$ cat src/rtl/fpnew_divsqrt_arbiter.sv
// Round-robin arbiter sharing one multi-cycle div/sqrt unit among NumReq requesters.
// One operation in flight; the result is registered and returned to the requester that issued it.
module fpnew_divsqrt_arbiter #(
   parameter int unsigned NumReq    = 4,
   parameter int unsigned DataWidth = 140,
   parameter int unsigned ResWidth  = 69
) (
   input  logic                        clk_i,
   input  logic                        rst_ni,
   input  logic                        flush_i,
   input  logic [NumReq-1:0]           req_valid_i,
   output logic [NumReq-1:0]           req_ready_o,
   input  logic [NumReq*DataWidth-1:0] req_data_i,
   output logic                        unit_valid_o,
   input  logic                        unit_ready_i,
   output logic [DataWidth-1:0]        unit_data_o,
   input  logic                        unit_out_valid_i,
   output logic                        unit_out_ready_o,
   input  logic [ResWidth-1:0]         unit_result_i,
   output logic                        unit_flush_o,
   output logic [NumReq-1:0]           resp_valid_o,
   input  logic [NumReq-1:0]           resp_ready_i,
   output logic [ResWidth-1:0]         resp_result_o,
   output logic                        busy_o
);

   localparam int unsigned IdxW = (NumReq > 1) ? $clog2(NumReq) : 1;

   localparam logic [1:0] IDLE = 2'd0;
   localparam logic [1:0] BUSY = 2'd1;
   localparam logic [1:0] RESP = 2'd2;

   logic [1:0]          state, state_next;
   logic [IdxW-1:0]     rr_ptr, owner_q, locked_q;
   logic [IdxW-1:0]     search_idx, winner, winner_inc;
   logic                lock_q, any_valid, kill, unit_valid, issue;
   logic [ResWidth-1:0] result_q;

   // Descending scan so the lowest offset from rr_ptr is the last (winning) assignment.
   always_comb begin
      search_idx = rr_ptr;
      any_valid  = 1'b0;
      for (int i = int'(NumReq) - 1; i >= 0; i--) begin
         int              k;
         logic [IdxW-1:0] cand;
         k = int'(rr_ptr) + i;
         if (k >= int'(NumReq)) k = k - int'(NumReq);
         cand = IdxW'(k);
         if (req_valid_i[cand]) begin
            search_idx = cand;
            any_valid  = 1'b1;
         end
      end
   end

   // An offer that stalled on unit_ready_i keeps its winner until accepted.
   assign winner     = lock_q ? locked_q : search_idx;
   assign winner_inc = (winner == IdxW'(NumReq - 1)) ? '0 : winner + 1'b1;

   // Reset and flush both blank every handshake output in the same cycle.
   assign kill       = flush_i | ~rst_ni;
   assign unit_valid = (state == IDLE) & (any_valid | lock_q) & ~kill;
   assign issue      = unit_valid & unit_ready_i;

   assign unit_valid_o     = unit_valid;
   assign unit_data_o      = kill ? '0 : req_data_i[int'(winner)*DataWidth +: DataWidth];
   assign unit_out_ready_o = (state == BUSY) & ~kill;
   assign unit_flush_o     = flush_i;
   assign resp_result_o    = kill ? '0 : result_q;
   assign busy_o           = (state != IDLE) & ~kill;

   always_comb begin
      req_ready_o  = '0;
      resp_valid_o = '0;
      if (unit_valid) req_ready_o[winner] = unit_ready_i;
      if ((state == RESP) && !kill) resp_valid_o[owner_q] = 1'b1;
   end

   always_comb begin
      state_next = state;
      case (state)
         IDLE:    if (issue) state_next = BUSY;
         BUSY:    if (unit_out_valid_i) state_next = RESP;
         RESP:    if (resp_ready_i[owner_q]) state_next = IDLE;
         default: state_next = IDLE;
      endcase
      if (flush_i) state_next = IDLE;
   end

   always_ff @(posedge clk_i) begin
      if (!rst_ni) begin
         state    <= IDLE;
         rr_ptr   <= '0;
         owner_q  <= '0;
         locked_q <= '0;
         lock_q   <= 1'b0;
         result_q <= '0;
      end else begin
         state <= state_next;
         if (flush_i) begin
            lock_q <= 1'b0;
         end else if (issue) begin
            owner_q <= winner;
            rr_ptr  <= winner_inc;
            lock_q  <= 1'b0;
         end else if (unit_valid) begin
            lock_q   <= 1'b1;
            locked_q <= winner;
         end
         if ((state == BUSY) && unit_out_valid_i && !flush_i) result_q <= unit_result_i;
      end
   end

endmodule

$ cat config.mk
export PLATFORM = sky130hd
export DESIGN_NAME = fpnew_divsqrt_arbiter
export DESIGN_NICKNAME = d
export VERILOG_FILES = /design/src/rtl/fpnew_divsqrt_arbiter.sv
export SDC_FILE = /design/constraint.sdc
export NUM_CORES = 1
export LEC_CHECK = 0
export ABC_AREA = 0
export CELL_PAD_IN_SITES_DETAIL_PLACEMENT = 1
export CELL_PAD_IN_SITES_GLOBAL_PLACEMENT = 1
export CORE_AREA = 2 2 337 339
export DETAILED_ROUTE_END_ITERATION = 6
export DIE_AREA = 0 0 339 341
export PLACE_DENSITY = 0.54
export SETUP_SLACK_MARGIN = 0.1
export SYNTH_ARGS = -nofsm -noshare
export SYNTH_HDL_FRONTEND = slang
export SYNTH_SLANG_ARGS = --single-unit
$ cat constraint.sdc
create_clock -name clk_i -period 4.51 [get_ports clk_i]
set_input_delay 0.902 -clock clk_i [delete_from_list [all_inputs] [get_ports clk_i]]
set_output_delay 0.902 -clock clk_i [all_outputs]
set_load 0.02 [all_outputs]
## Word-level counts from Yosys, hierarchy flattened

Index checks and enable logic that the tools add are counted.

- Register bits after elaboration: 78
- Bits in latches: 0
- Bits in writable memories: 0
- ROM bits: 0
- Input bits: 642
- Output and inout bits: 221
- Logic and storage cells: 96
- Memories kept: 0

- Add/sub/neg operators: 8
- $mul: 1
- Div/mod/pow operators: 0
- Order comparisons: 12
- Equality and inequality tests: 6
- Shifts and indexed selects: 1
- Muxes and demuxes: 36
- Bitwise logic cells: 12
- Reductions and logical operators: 14

Operators by type and width:

| kind | number |
|---|---|
| $shiftx 560x11->140 | 1 |
| $mux 140 | 1 |
| $mux 69 | 1 |
| $mux 2 | 13 |
| $lt 2x3->1 const B | 6 |
| $mux 1 | 11 |
| $bmux 1 s2 | 5 |
| $ge 3x3->1 const B | 3 |
| $mul 2x6->8 const B | 1 |
| $mux 4 | 2 |
| $sub 2x1->2 const B | 4 |
| $add 2x2->3 const B | 2 |
| $pmux 2 s3 | 1 |
| $reduce_and 3->1 | 2 |
| $and 1x1->1 | 5 |
| $logic_and 1x1->1 | 5 |
| $and 4x4->4 | 1 |
| $demux 1 s2 | 2 |
| $eq 2x2->1 const B | 2 |
| $ge 2x1->1 const B | 2 |
| $ne 2x2->1 const B | 2 |
| $not 1->1 | 4 |
| $add 2x1->3 const B | 1 |
| $ge 2x3->1 const B | 1 |
| other kinds (10) | 12 |

## Logic depth before layout (Yosys ltp)

Gate-level depths: netlist (run 1).

- Depth in word-level cells: 16
- Depth in mapped cells: 10
- Mapped depth without buffers: 8

## Worst setup path after synthesis (run 1)

OpenSTA, ideal clock, no wires.

- Kind: input to output
- Start point: input port req_valid_i[3]
- End point: output port unit_data_o[138]
- Arrival time: 2447 ps
- Data required time: 3608 ps
- Path slack: 1161 ps
- Stages on the path: 8
- Buffers on the path: 3
- Cells stage by stage: or2_2 a21oi_1 buf_2 buf_2 buf_2 a31oi_1 o311a_1 o22ai_1

- Cells in the longest elaborated chain, start to end: 10
- Elaborated cells between the ends (all ways): 16
- Those cells by class: mul (1); shift (1); mux (14)

Ends and longest elaborated chain:

| element | line | text |
|---|---|---|
| start: declaration | 11 | `input logic [NumReq-1:0] req_valid_i,` |
| $bmux 1 s2 | 49 | `if (req_valid_i[cand]) begin` |
| $mux 1 (not written as such) | 49 |  |
| $mux 2 (3 in series) | 49 |  |
| $mux 2 * | 49 |  |
| $mux 2 * | 57 | `assign winner = lock_q ? locked_q : search_idx;` |
| $mul 2x6->8 * | 66 | `assign unit_data_o = kill ? '0 : req_data_i[int'(winner)*DataWidth +: DataWidth];` |
| $shiftx 560x11->140 * | 66 |  |
| $mux 140 * | 66 |  |
| end: declaration | 16 | `output logic [DataWidth-1:0] unit_data_o,` |

Mark *: on every way between the ends. The rest lies on a longest branch, timed or not. The select of a mux whose other input is x is not followed.

## Worst setup path after layout (run 1)

- Start point: input port req_valid_i[3]
- End point: output port unit_data_o[67]

The elaborated chain is that of the path after synthesis.

==> flow_results.xml, run 1 <==
<?xml version="1.0" encoding="UTF-8"?>
<metrics>
  <group name="synth">
    <metric name="syn_avg_cell_area" unit="sq um">7.22</metric>
    <metric name="ys_seq_elements" unit="">78</metric>
    <metric name="syn_area" unit="sq um">17000</metric>
    <metric name="synth.lib_cells_used.distinct" unit="">43</metric>
    <metric name="synthesis.nets" unit="">2991</metric>
    <metric name="asyncSetResetFlopFracSynth" unit="">0</metric>
    <metric name="yosysSeqAreaShare" unit="">0.0921</metric>
    <metric name="ys.warnings.count" unit="">0</metric>
    <metric name="synth-edff-count" unit="">0</metric>
    <metric name="synth_flop_cell" unit="">sky130_fd_sc_hd__dfxtp_1</metric>
    <metric name="synth_cells" unit="">2348</metric>
  </group>
  <group name="final_layout">
    <metric name="fillCellCount" unit="">13335</metric>
    <metric name="layout-area-overhead-vs-synth" unit="%">70.3</metric>
    <metric name="num-nets-final" unit="">3738</metric>
    <metric name="final_layout_size_suffix_gt1_frac" unit="">0.137</metric>
    <metric name="utilization" unit="">0.258</metric>
  </group>
  <group name="detailed_routing">
    <metric name="wl" unit="mm">121</metric>
    <metric name="vias_per_cell" unit="">5.32</metric>
    <metric name="initialDrtViolationCount" unit="">1462</metric>
    <metric name="ant_nets" unit="">0</metric>
    <metric name="drtPass1Iterations" unit="">5</metric>
    <metric name="vias" unit="">24553</metric>
    <metric name="post_drt_wl_per_cell" unit="um">26.2</metric>
    <metric name="drc" unit="">0</metric>
  </group>
  <group name="power">
    <metric name="power_density" unit="nW/um^2">159</metric>
    <metric name="ir_worst_vdd" unit="V">0.000288</metric>
    <metric name="power.share.switching" unit="">0.416</metric>
    <metric name="total_leakage_power" unit="nW">11.1</metric>
    <metric name="cellInternalPower" unit="W">0.00268</metric>
    <metric name="pwr-share-clk" unit="">0.179</metric>
    <metric name="p_comb_frac" unit="">0.666</metric>
    <metric name="power_frac_seq" unit="">0.155</metric>
    <metric name="switching_power" unit="W">0.00191</metric>
  </group>
  <group name="cts">
    <metric name="clk-insertion-delay-late" unit="ns">0.35</metric>
    <metric name="tritoncts" unit="">built</metric>
    <metric name="cts.clk_slew.worst_paths" unit="ns">0.06</metric>
    <metric name="cts_max_path_buffers" unit="">2</metric>
    <metric name="clock-sinks" unit="">78</metric>
    <metric name="cts_made_buffers" unit="">9</metric>
    <metric name="cts.hold.buffers_added" unit="">0</metric>
    <metric name="ctsHtreeMaxLevel" unit="">3</metric>
    <metric name="clock_tree.root_cell" unit="">sky130_fd_sc_hd__clkbuf_16</metric>
  </group>
  <group name="die">
    <metric name="die_h" unit="um">341</metric>
    <metric name="effective_utilization_at_floorplan" unit="">0.152</metric>
    <metric name="coreArea" unit="sq um">112000</metric>
    <metric name="width_of_the_die" unit="um">339</metric>
    <metric name="pin_count" unit="">863</metric>
    <metric name="placement_rows" unit="">123</metric>
    <metric name="floorplan.die_area" unit="sq um">116000</metric>
  </group>
  <group name="worst_setup_path">
    <metric name="crit_top_cell" unit="">sky130_fd_sc_hd__buf_12</metric>
    <metric name="critPathRequiredTime" unit="ns">3.61</metric>
    <metric name="setup.worst_path.class" unit="">input port to output pin</metric>
    <metric name="worstSetupStartpointType" unit="">input port</metric>
    <metric name="endpoint_kind" unit="">output pin</metric>
    <metric name="critical_path.cell_chain" unit="">clkdlybuf4s50_1 &gt; or2_4 &gt; a21oi_4 &gt; buf_12 &gt; buf_4 &gt; buf_12 &gt; buf_12 &gt; a31oi_1 &gt; o311a_1 &gt; o22ai_2 &gt; dlygate4sd2_1</metric>
    <metric name="critical_path_buf_inv_count" unit="">6</metric>
    <metric name="path_max_fanout" unit="">23</metric>
    <metric name="worst_path_largest_cell_delay" unit="ns">0.50</metric>
    <metric name="slowest_stage" unit="">sky130_fd_sc_hd__clkdlybuf4s50_1</metric>
    <metric name="path_delay_family" unit="">buffers and inverters</metric>
    <metric name="critPathArrivalTime" unit="ns">3.43</metric>
  </group>
  <group name="flow_run">
    <metric name="max_cap_violations" unit="">0</metric>
  </group>
  <group name="grt">
    <metric name="grt.total_usage" unit="">0.193</metric>
    <metric name="wire_length_of_the_first_global_routing_pass" unit="mm">172</metric>
    <metric name="grt_remaining_overflow" unit="">0</metric>
    <metric name="pin_count_of_the_biggest_net_entering_global_routing" unit="">140</metric>
    <metric name="number_of_global_route_vias_before_repair" unit="">24463</metric>
    <metric name="grt_antenna_before_repair" unit="">31</metric>
  </group>
  <group name="place">
    <metric name="finalWeightedCongestion" unit="">0.881</metric>
    <metric name="placement.io_buffers" unit="">862</metric>
    <metric name="detailed_place_hpwl" unit="mm">90.5</metric>
  </group>
  <group name="timing">
    <metric name="fin_skew" unit="ns">0.00978</metric>
    <metric name="fmaxAchievable" unit="GHz">0.231</metric>
    <metric name="number_of_failing_hold_endpoints_at_the_final_stage" unit="">0</metric>
    <metric name="setup_viol" unit="">0</metric>
    <metric name="rsz_0062_raised_after_global_routing" unit="">false</metric>
    <metric name="pins_over_slew_limit" unit="">0</metric>
    <metric name="finalCritPeriodShare" unit="">0.961</metric>
    <metric name="final_period_minus_worst_setup_slack" unit="ns">4.33</metric>
    <metric name="worst_pin_slew" unit="ns">1.03</metric>
    <metric name="setup-tns-final" unit="ns">0</metric>
    <metric name="timing.max_slew.rel_slack" unit="">0.314</metric>
  </group>
  <group name="hold_path">
    <metric name="timing.hold.worst.class" unit="">flip-flop to flip-flop</metric>
  </group>
  <group name="status">
    <metric name="outcome" unit="">completed</metric>
  </group>
</metrics>
[worst register-to-register path: stages (launching register included)]
cell and delay [ns]:
sky130_fd_sc_hd__dfxtp_1 0.47, sky130_fd_sc_hd__nand2b_1 0.23, sky130_fd_sc_hd__o21ai_4 0.08, sky130_fd_sc_hd__or2_4 0.29, sky130_fd_sc_hd__buf_12 0.19, sky130_fd_sc_hd__a31oi_2 0.33, sky130_fd_sc_hd__inv_1 0.12, sky130_fd_sc_hd__ha_1 0.30
sky130_fd_sc_hd__mux2i_1 0.13, sky130_fd_sc_hd__nor2_1 0.05
[cell families (layout without fill, tap and decap cells)]
logic type      after synthesis  count (layout)  share of synthesized area
compound gates             1352            1352                      0.673
fa+ha+maj                     1               1                   0.000738
buf+inv                     661            1413                      0.161
flops                        78              78                     0.0921
mux                           3               3                    0.00258
other cells                   0              18                          0
simple gates                253             253                     0.0711
[what timing repair did]
item / 4_1_cts / 5_1_grt
pin swaps: 1 / 1
endpoints found under the setup margin: 119 / 17
gates resized for setup: 119 / 22
gates cloned: 0 / 1
buffers inserted: 2 / 4
[placed cells by master (no fill, tap or decap), types with 3 or more instances in the layout]
| cell type | netlist | layout |
|---|---|---|
| sky130_fd_sc_hd__clkdlybuf4s50_1 | 0 | 717 |
| sky130_fd_sc_hd__inv_1 | 286 | 284 |
| sky130_fd_sc_hd__a31oi_1 | 282 | 281 |
| sky130_fd_sc_hd__o2111ai_1 | 280 | 280 |
| sky130_fd_sc_hd__a22o_1 | 280 | 280 |
| sky130_fd_sc_hd__o311a_1 | 280 | 276 |
| sky130_fd_sc_hd__buf_4 | 4 | 214 |
| sky130_fd_sc_hd__nand2_1 | 143 | 143 |
| sky130_fd_sc_hd__dlygate4sd2_1 | 0 | 95 |
| sky130_fd_sc_hd__o22ai_2 | 90 | 91 |
| sky130_fd_sc_hd__dfxtp_1 | 78 | 77 |
| sky130_fd_sc_hd__a21oi_1 | 75 | 74 |
| sky130_fd_sc_hd__and2_1 | 72 | 71 |
| sky130_fd_sc_hd__buf_12 | 0 | 68 |
| sky130_fd_sc_hd__o22ai_1 | 50 | 49 |
| sky130_fd_sc_hd__diode_2 | 0 | 18 |
| sky130_fd_sc_hd__nor2_1 | 13 | 12 |
| sky130_fd_sc_hd__clkbuf_16 | 0 | 10 |
| sky130_fd_sc_hd__clkdlybuf4s15_1 | 0 | 6 |
| sky130_fd_sc_hd__nand2b_1 | 6 | 5 |
| sky130_fd_sc_hd__nor2b_1 | 6 | 4 |
| sky130_fd_sc_hd__o311a_2 | 0 | 4 |
| sky130_fd_sc_hd__clkbuf_2 | 0 | 4 |
| sky130_fd_sc_hd__nor3b_1 | 3 | 3 |
| sky130_fd_sc_hd__o21ai_0 | 3 | 3 |
| sky130_fd_sc_hd__inv_6 | 0 | 3 |
| sky130_fd_sc_hd__dlymetal6s2s_1 | 0 | 3 |
[cell usage after synthesis (20+ instances only)]
cell type | instances | area [sq um]
sky130_fd_sc_hd__dfxtp_1 | 78 | 1560
sky130_fd_sc_hd__inv_1 | 286 | 1070
sky130_fd_sc_hd__a31oi_1 | 282 | 1760
sky130_fd_sc_hd__buf_6 | 20 | 225
sky130_fd_sc_hd__and2_1 | 72 | 450
sky130_fd_sc_hd__a22o_1 | 280 | 2450
sky130_fd_sc_hd__o311a_1 | 280 | 2800
sky130_fd_sc_hd__o22ai_2 | 90 | 1130
sky130_fd_sc_hd__buf_2 | 63 | 315
sky130_fd_sc_hd__buf_1 | 25 | 93.8
sky130_fd_sc_hd__a21oi_1 | 75 | 375
sky130_fd_sc_hd__o22ai_1 | 50 | 313
sky130_fd_sc_hd__o2111ai_1 | 280 | 2450
sky130_fd_sc_hd__nand2_1 | 143 | 537
sky130_fd_sc_hd__clkbuf_1 | 263 | 987
[registers in the layout (all words and copies together), names as in the netlist]
register and flops:
state 2, locked_q 2, result_q 69, rr_ptr 2
lock_q 1, owner_q 2
[power by group through the flow]
stage | combinational, W | clock (W) | sequential, W
2_1_floorplan | 0.00143 | 0 | 0.000721
3_3_place_gp | 0.00308 | 0 | 0.000726
3_5_place_dp | 0.00308 | 0 | 0.000726
4_1_cts | 0.00305 | 0.000855 | 0.000710
5_1_grt | 0.00325 | 0.000869 | 0.000712
6_report | 0.00305 | 0.000822 | 0.000710
[metrics by stage]
step	power [W]	cell area (sq um)	instances	hold WS (ns)	setup slack [ns]
4_1_cts	0.00462	28800	4595	0.453	-0.0870
3_3_place_gp	0.00380	28500	4577	0.439	-0.353
6_report	0.00459	28900	4618	0.450	0.176
5_1_grt	0.00483	28900	4615	0.473	0.0815
3_5_place_dp	0.00381	28500	4577	0.444	-0.354
2_1_floorplan	0.00215	17000	2348	0.432	1.16
[per-layer routing]
metal,vias up,track usage,part of all wire
li1,11182,-,-
met1,12352,0.254,0.44
met2,889,0.324,0.48
met3,116,0.0369,0.062
met4,14,0.0442,0.021
met5,-,0,0.00073
[layout make-up]
| cell class | instances | area [sq um] | share of cell area |
|---|---|---|---|
| inverter | 286 | 1080 | 0.0374 |
| sequential | 78 | 1570 | 0.0542 |
| multi-input combinational | 1609 | 12800 | 0.443 |
| clock buffer | 9 | 225 | 0.00780 |
| antenna | 18 | 45.0 | 0.00156 |
| timing repair buffer | 1111 | 11200 | 0.387 |
| clock inverter | 7 | 103 | 0.00355 |
| tap | 1500 | 1880 | 0.0650 |
[final timing paths]
check / startpoint / end / slack, ns / cells past startpoint
max: req_valid_i[3] / unit_data_o[67] / 0.18 / 11
min: result_q[49] / result_q[49] / 0.45 / 2
max reg2reg: rr_ptr[1] / rr_ptr[1] / 2.19 / 9
min reg2reg: result_q[49] / result_q[49] / 0.45 / 2
No activity file was read; power rests on OpenSTA's default activity.
==> run 2: changes to the inputs <==
--- a/config.mk
+++ b/config.mk
@@ -13,6 +13,7 @@
 export DIE_AREA = 0 0 339 341
 export PLACE_DENSITY = 0.54
 export SETUP_SLACK_MARGIN = 0.1
+export SKIP_CTS_REPAIR_TIMING = 1
 export SYNTH_ARGS = -nofsm -noshare
 export SYNTH_HDL_FRONTEND = slang
 export SYNTH_SLANG_ARGS = --single-unit
==> run 2 against run 1 <==
  * Design area rose by 1.2%
  * Non-clock buffer count fell by 5
  * Total power rose by 0.82%
  * Critical path type unchanged
  * Clock power barely moved
  * Count of clock-buffer cells in the layout did not move
  * Largest cell class unchanged
==> flow_results.xml, run 2 (same netlist as run 1, synthesis figures left out) <==
<?xml version="1.0" encoding="UTF-8"?>
<metrics>
  <group name="status">
    <metric name="outcome" unit="">completed</metric>
  </group>
  <group name="timing">
    <metric name="final_period_minus_worst_setup_slack" unit="ns">4.33</metric>
    <metric name="setup-tns-final" unit="ns">0</metric>
    <metric name="pins_over_slew_limit" unit="">0</metric>
    <metric name="number_of_failing_hold_endpoints_at_the_final_stage" unit="">0</metric>
    <metric name="setup_viol" unit="">0</metric>
    <metric name="fin_skew" unit="ns">0.00983</metric>
    <metric name="worst_pin_slew" unit="ns">1.01</metric>
    <metric name="fmaxAchievable" unit="GHz">0.231</metric>
    <metric name="finalCritPeriodShare" unit="">0.960</metric>
    <metric name="timing.max_slew.rel_slack" unit="">0.326</metric>
    <metric name="rsz_0062_raised_after_global_routing" unit="">false</metric>
  </group>
  <group name="place">
    <metric name="finalWeightedCongestion" unit="">0.881</metric>
    <metric name="detailed_place_hpwl" unit="mm">90.5</metric>
    <metric name="placement.io_buffers" unit="">862</metric>
  </group>
  <group name="cts">
    <metric name="clock-sinks" unit="">78</metric>
    <metric name="clk-insertion-delay-late" unit="ns">0.35</metric>
    <metric name="cts_made_buffers" unit="">9</metric>
    <metric name="ctsHtreeMaxLevel" unit="">3</metric>
    <metric name="cts_max_path_buffers" unit="">2</metric>
    <metric name="tritoncts" unit="">built</metric>
    <metric name="cts.clk_slew.worst_paths" unit="ns">0.06</metric>
    <metric name="clock_tree.root_cell" unit="">sky130_fd_sc_hd__clkbuf_16</metric>
  </group>
  <group name="detailed_routing">
    <metric name="vias_per_cell" unit="">5.32</metric>
    <metric name="met3RoutedLength" unit="mm">7.61</metric>
    <metric name="wl" unit="mm">121</metric>
    <metric name="met2RoutedLength" unit="mm">57.4</metric>
    <metric name="route.top_layer_used" unit="">met5</metric>
    <metric name="vias" unit="">24573</metric>
    <metric name="drtPass1Iterations" unit="">5</metric>
    <metric name="initialDrtViolationCount" unit="">1406</metric>
    <metric name="drc" unit="">0</metric>
    <metric name="post_drt_wl_per_cell" unit="um">26.2</metric>
    <metric name="ant_nets" unit="">0</metric>
    <metric name="wirelength_met1" unit="mm">52.9</metric>
  </group>
  <group name="final_layout">
    <metric name="max_flop_register" unit="">result_q</metric>
    <metric name="layout.cells.most_common_list" unit="">sky130_fd_sc_hd__clkdlybuf4s50_1, sky130_fd_sc_hd__inv_1, sky130_fd_sc_hd__a31oi_1</metric>
    <metric name="largest_register_ffs" unit="">69</metric>
    <metric name="layout-area-overhead-vs-synth" unit="%">72.4</metric>
    <metric name="final_layout_size_suffix_gt1_frac" unit="">0.133</metric>
    <metric name="num-nets-final" unit="">3733</metric>
    <metric name="layout_commonest_cell" unit="">sky130_fd_sc_hd__clkdlybuf4s50_1</metric>
  </group>
  <group name="die">
    <metric name="width_of_the_die" unit="um">339</metric>
    <metric name="effective_utilization_at_floorplan" unit="">0.152</metric>
    <metric name="coreArea" unit="sq um">112000</metric>
    <metric name="floorplan.die_area" unit="sq um">116000</metric>
    <metric name="die_h" unit="um">341</metric>
    <metric name="pin_count" unit="">863</metric>
    <metric name="placement_rows" unit="">123</metric>
  </group>
  <group name="worst_setup_path">
    <metric name="critical_path.cell_chain" unit="">clkdlybuf4s50_1 &gt; nand2b_1 &gt; a21oi_1 &gt; o311ai_2 &gt; buf_4 &gt; a21o_4 &gt; buf_12 &gt; buf_12 &gt; buf_4 &gt; o22ai_2 &gt; buf_12</metric>
    <metric name="setup.worst_path.class" unit="">input port to output pin</metric>
    <metric name="slowest_stage" unit="">sky130_fd_sc_hd__clkdlybuf4s50_1</metric>
    <metric name="worstSetupStartpointType" unit="">input port</metric>
    <metric name="crit_top_cell" unit="">sky130_fd_sc_hd__buf_12</metric>
    <metric name="endpoint_kind" unit="">output pin</metric>
    <metric name="worst_path_largest_cell_delay" unit="ns">0.59</metric>
    <metric name="critPathArrivalTime" unit="ns">3.43</metric>
    <metric name="path_max_fanout" unit="">17</metric>
    <metric name="critPathRequiredTime" unit="ns">3.61</metric>
  </group>
  <group name="power">
    <metric name="cellInternalPower" unit="W">0.00271</metric>
    <metric name="ir_worst_vdd" unit="V">0.000288</metric>
    <metric name="power_density" unit="nW/um^2">158</metric>
    <metric name="total_power" unit="W">0.00462</metric>
    <metric name="p_comb_frac" unit="">0.668</metric>
    <metric name="pwr-share-clk" unit="">0.178</metric>
    <metric name="power_frac_seq" unit="">0.154</metric>
    <metric name="power.share.switching" unit="">0.413</metric>
    <metric name="total_leakage_power" unit="nW">12.4</metric>
    <metric name="switching_power" unit="W">0.00191</metric>
  </group>
  <group name="grt">
    <metric name="pin_count_of_the_biggest_net_entering_global_routing" unit="">140</metric>
    <metric name="number_of_global_route_vias_before_repair" unit="">24443</metric>
    <metric name="grt.total_usage" unit="">0.193</metric>
    <metric name="grt_remaining_overflow" unit="">0</metric>
    <metric name="grt_antenna_before_repair" unit="">31</metric>
    <metric name="wire_length_of_the_first_global_routing_pass" unit="mm">172</metric>
  </group>
  <group name="flow_run">
    <metric name="max_cap_violations" unit="">0</metric>
  </group>
  <group name="hold_path">
    <metric name="timing.hold.worst.class" unit="">flip-flop to flip-flop</metric>
  </group>
</metrics>
-- run 2: cell types whose count changed in the layout (fill, tap and decap cells not counted), moves of 2 or more --
cell	before	now
sky130_fd_sc_hd__dlymetal6s2s_1	3	109
sky130_fd_sc_hd__clkdlybuf4s15_1	6	0
sky130_fd_sc_hd__dlygate4sd2_1	95	0
sky130_fd_sc_hd__diode_2	18	20
sky130_fd_sc_hd__buf_4	214	206
sky130_fd_sc_hd__clkbuf_2	4	1
-- run 2: worst max-delay path, delay by kind of cell --
kind	cells	cell delay [ns]
simple gates	1	0.16
compound gates	4	0.82
buf+inv	6	1.49
-- run 2: per-layer routing --
| metal | global-route usage | up-vias |
|---|---|---|
| met5 | 0 | - |
| met1 | 0.254 | 12359 |
| li1 | - | 11174 |
| met4 | 0.0458 | 14 |
| met3 | 0.0370 | 122 |
| met2 | 0.323 | 904 |
-- run 2: cell type report --
class	instances	area, sq um
Antenna cell	20	50.0
Clock buffer	9	225
Clock inverter	7	103
Fill cell	13277	82700
Inverter	286	1080
Multi-Input combinational cell	1609	12800
Sequential cell	78	1570
Tap cell	1500	1880
Timing Repair Buffer	1106	11500
-- run 2: power by group through the flow --
stage | combinational, W | sequential, W | clock (W)
finish | 0.00309 | 0.000710 | 0.000823
global route | 0.00328 | 0.000712 | 0.000869
CTS | 0.00310 | 0.000710 | 0.000855
detailed placement | 0.00308 | 0.000726 | 0
global placement | 0.00308 | 0.000726 | 0
floorplan | 0.00143 | 0.000721 | 0
-- run 2: path summary, 6_finish.rpt --
check,start,endpoint,slack (ns),cells after the start
setup / recovery,req_valid_i[1],unit_data_o[55],0.18,11
hold / removal,result_q[49],result_q[49],0.45,2
setup reg to reg,rr_ptr[1],rr_ptr[1],2.20,9
hold reg to reg,result_q[49],result_q[49],0.45,2
-- run 2: per-stage QoR --
| stage | cell area [sq um] | utilization | instances | hold WS (ns) | setup slack, ns |
|---|---|---|---|---|---|
| after floorplan | 17000 | - | 2348 | 0.432 | 1.16 |
| after global placement | 28500 | 0.255 | 4577 | 0.439 | -0.353 |
| after detailed placement | 28500 | 0.255 | 4577 | 0.444 | -0.354 |
| after CTS | 28800 | 0.258 | 4593 | 0.453 | -0.364 |
| after global routing | 29200 | 0.261 | 4611 | 0.473 | 0.0844 |
| final | 29200 | 0.261 | 4615 | 0.451 | 0.181 |
==> run 3: changes to the inputs <==
--- a/config.mk
+++ b/config.mk
@@ -6,9 +6,11 @@
 export NUM_CORES = 1
 export LEC_CHECK = 0
 export ABC_AREA = 0
+export ABC_CLOCK_PERIOD_IN_PS = 4510
 export CELL_PAD_IN_SITES_DETAIL_PLACEMENT = 1
 export CELL_PAD_IN_SITES_GLOBAL_PLACEMENT = 1
 export CORE_AREA = 2 2 337 339
+export CTS_CLUSTER_DIAMETER = 50
 export DETAILED_ROUTE_END_ITERATION = 6
 export DIE_AREA = 0 0 339 341
 export PLACE_DENSITY = 0.54
==> results of run 3 <==
Final layout, timing and power as in run 2 (identical DEF).
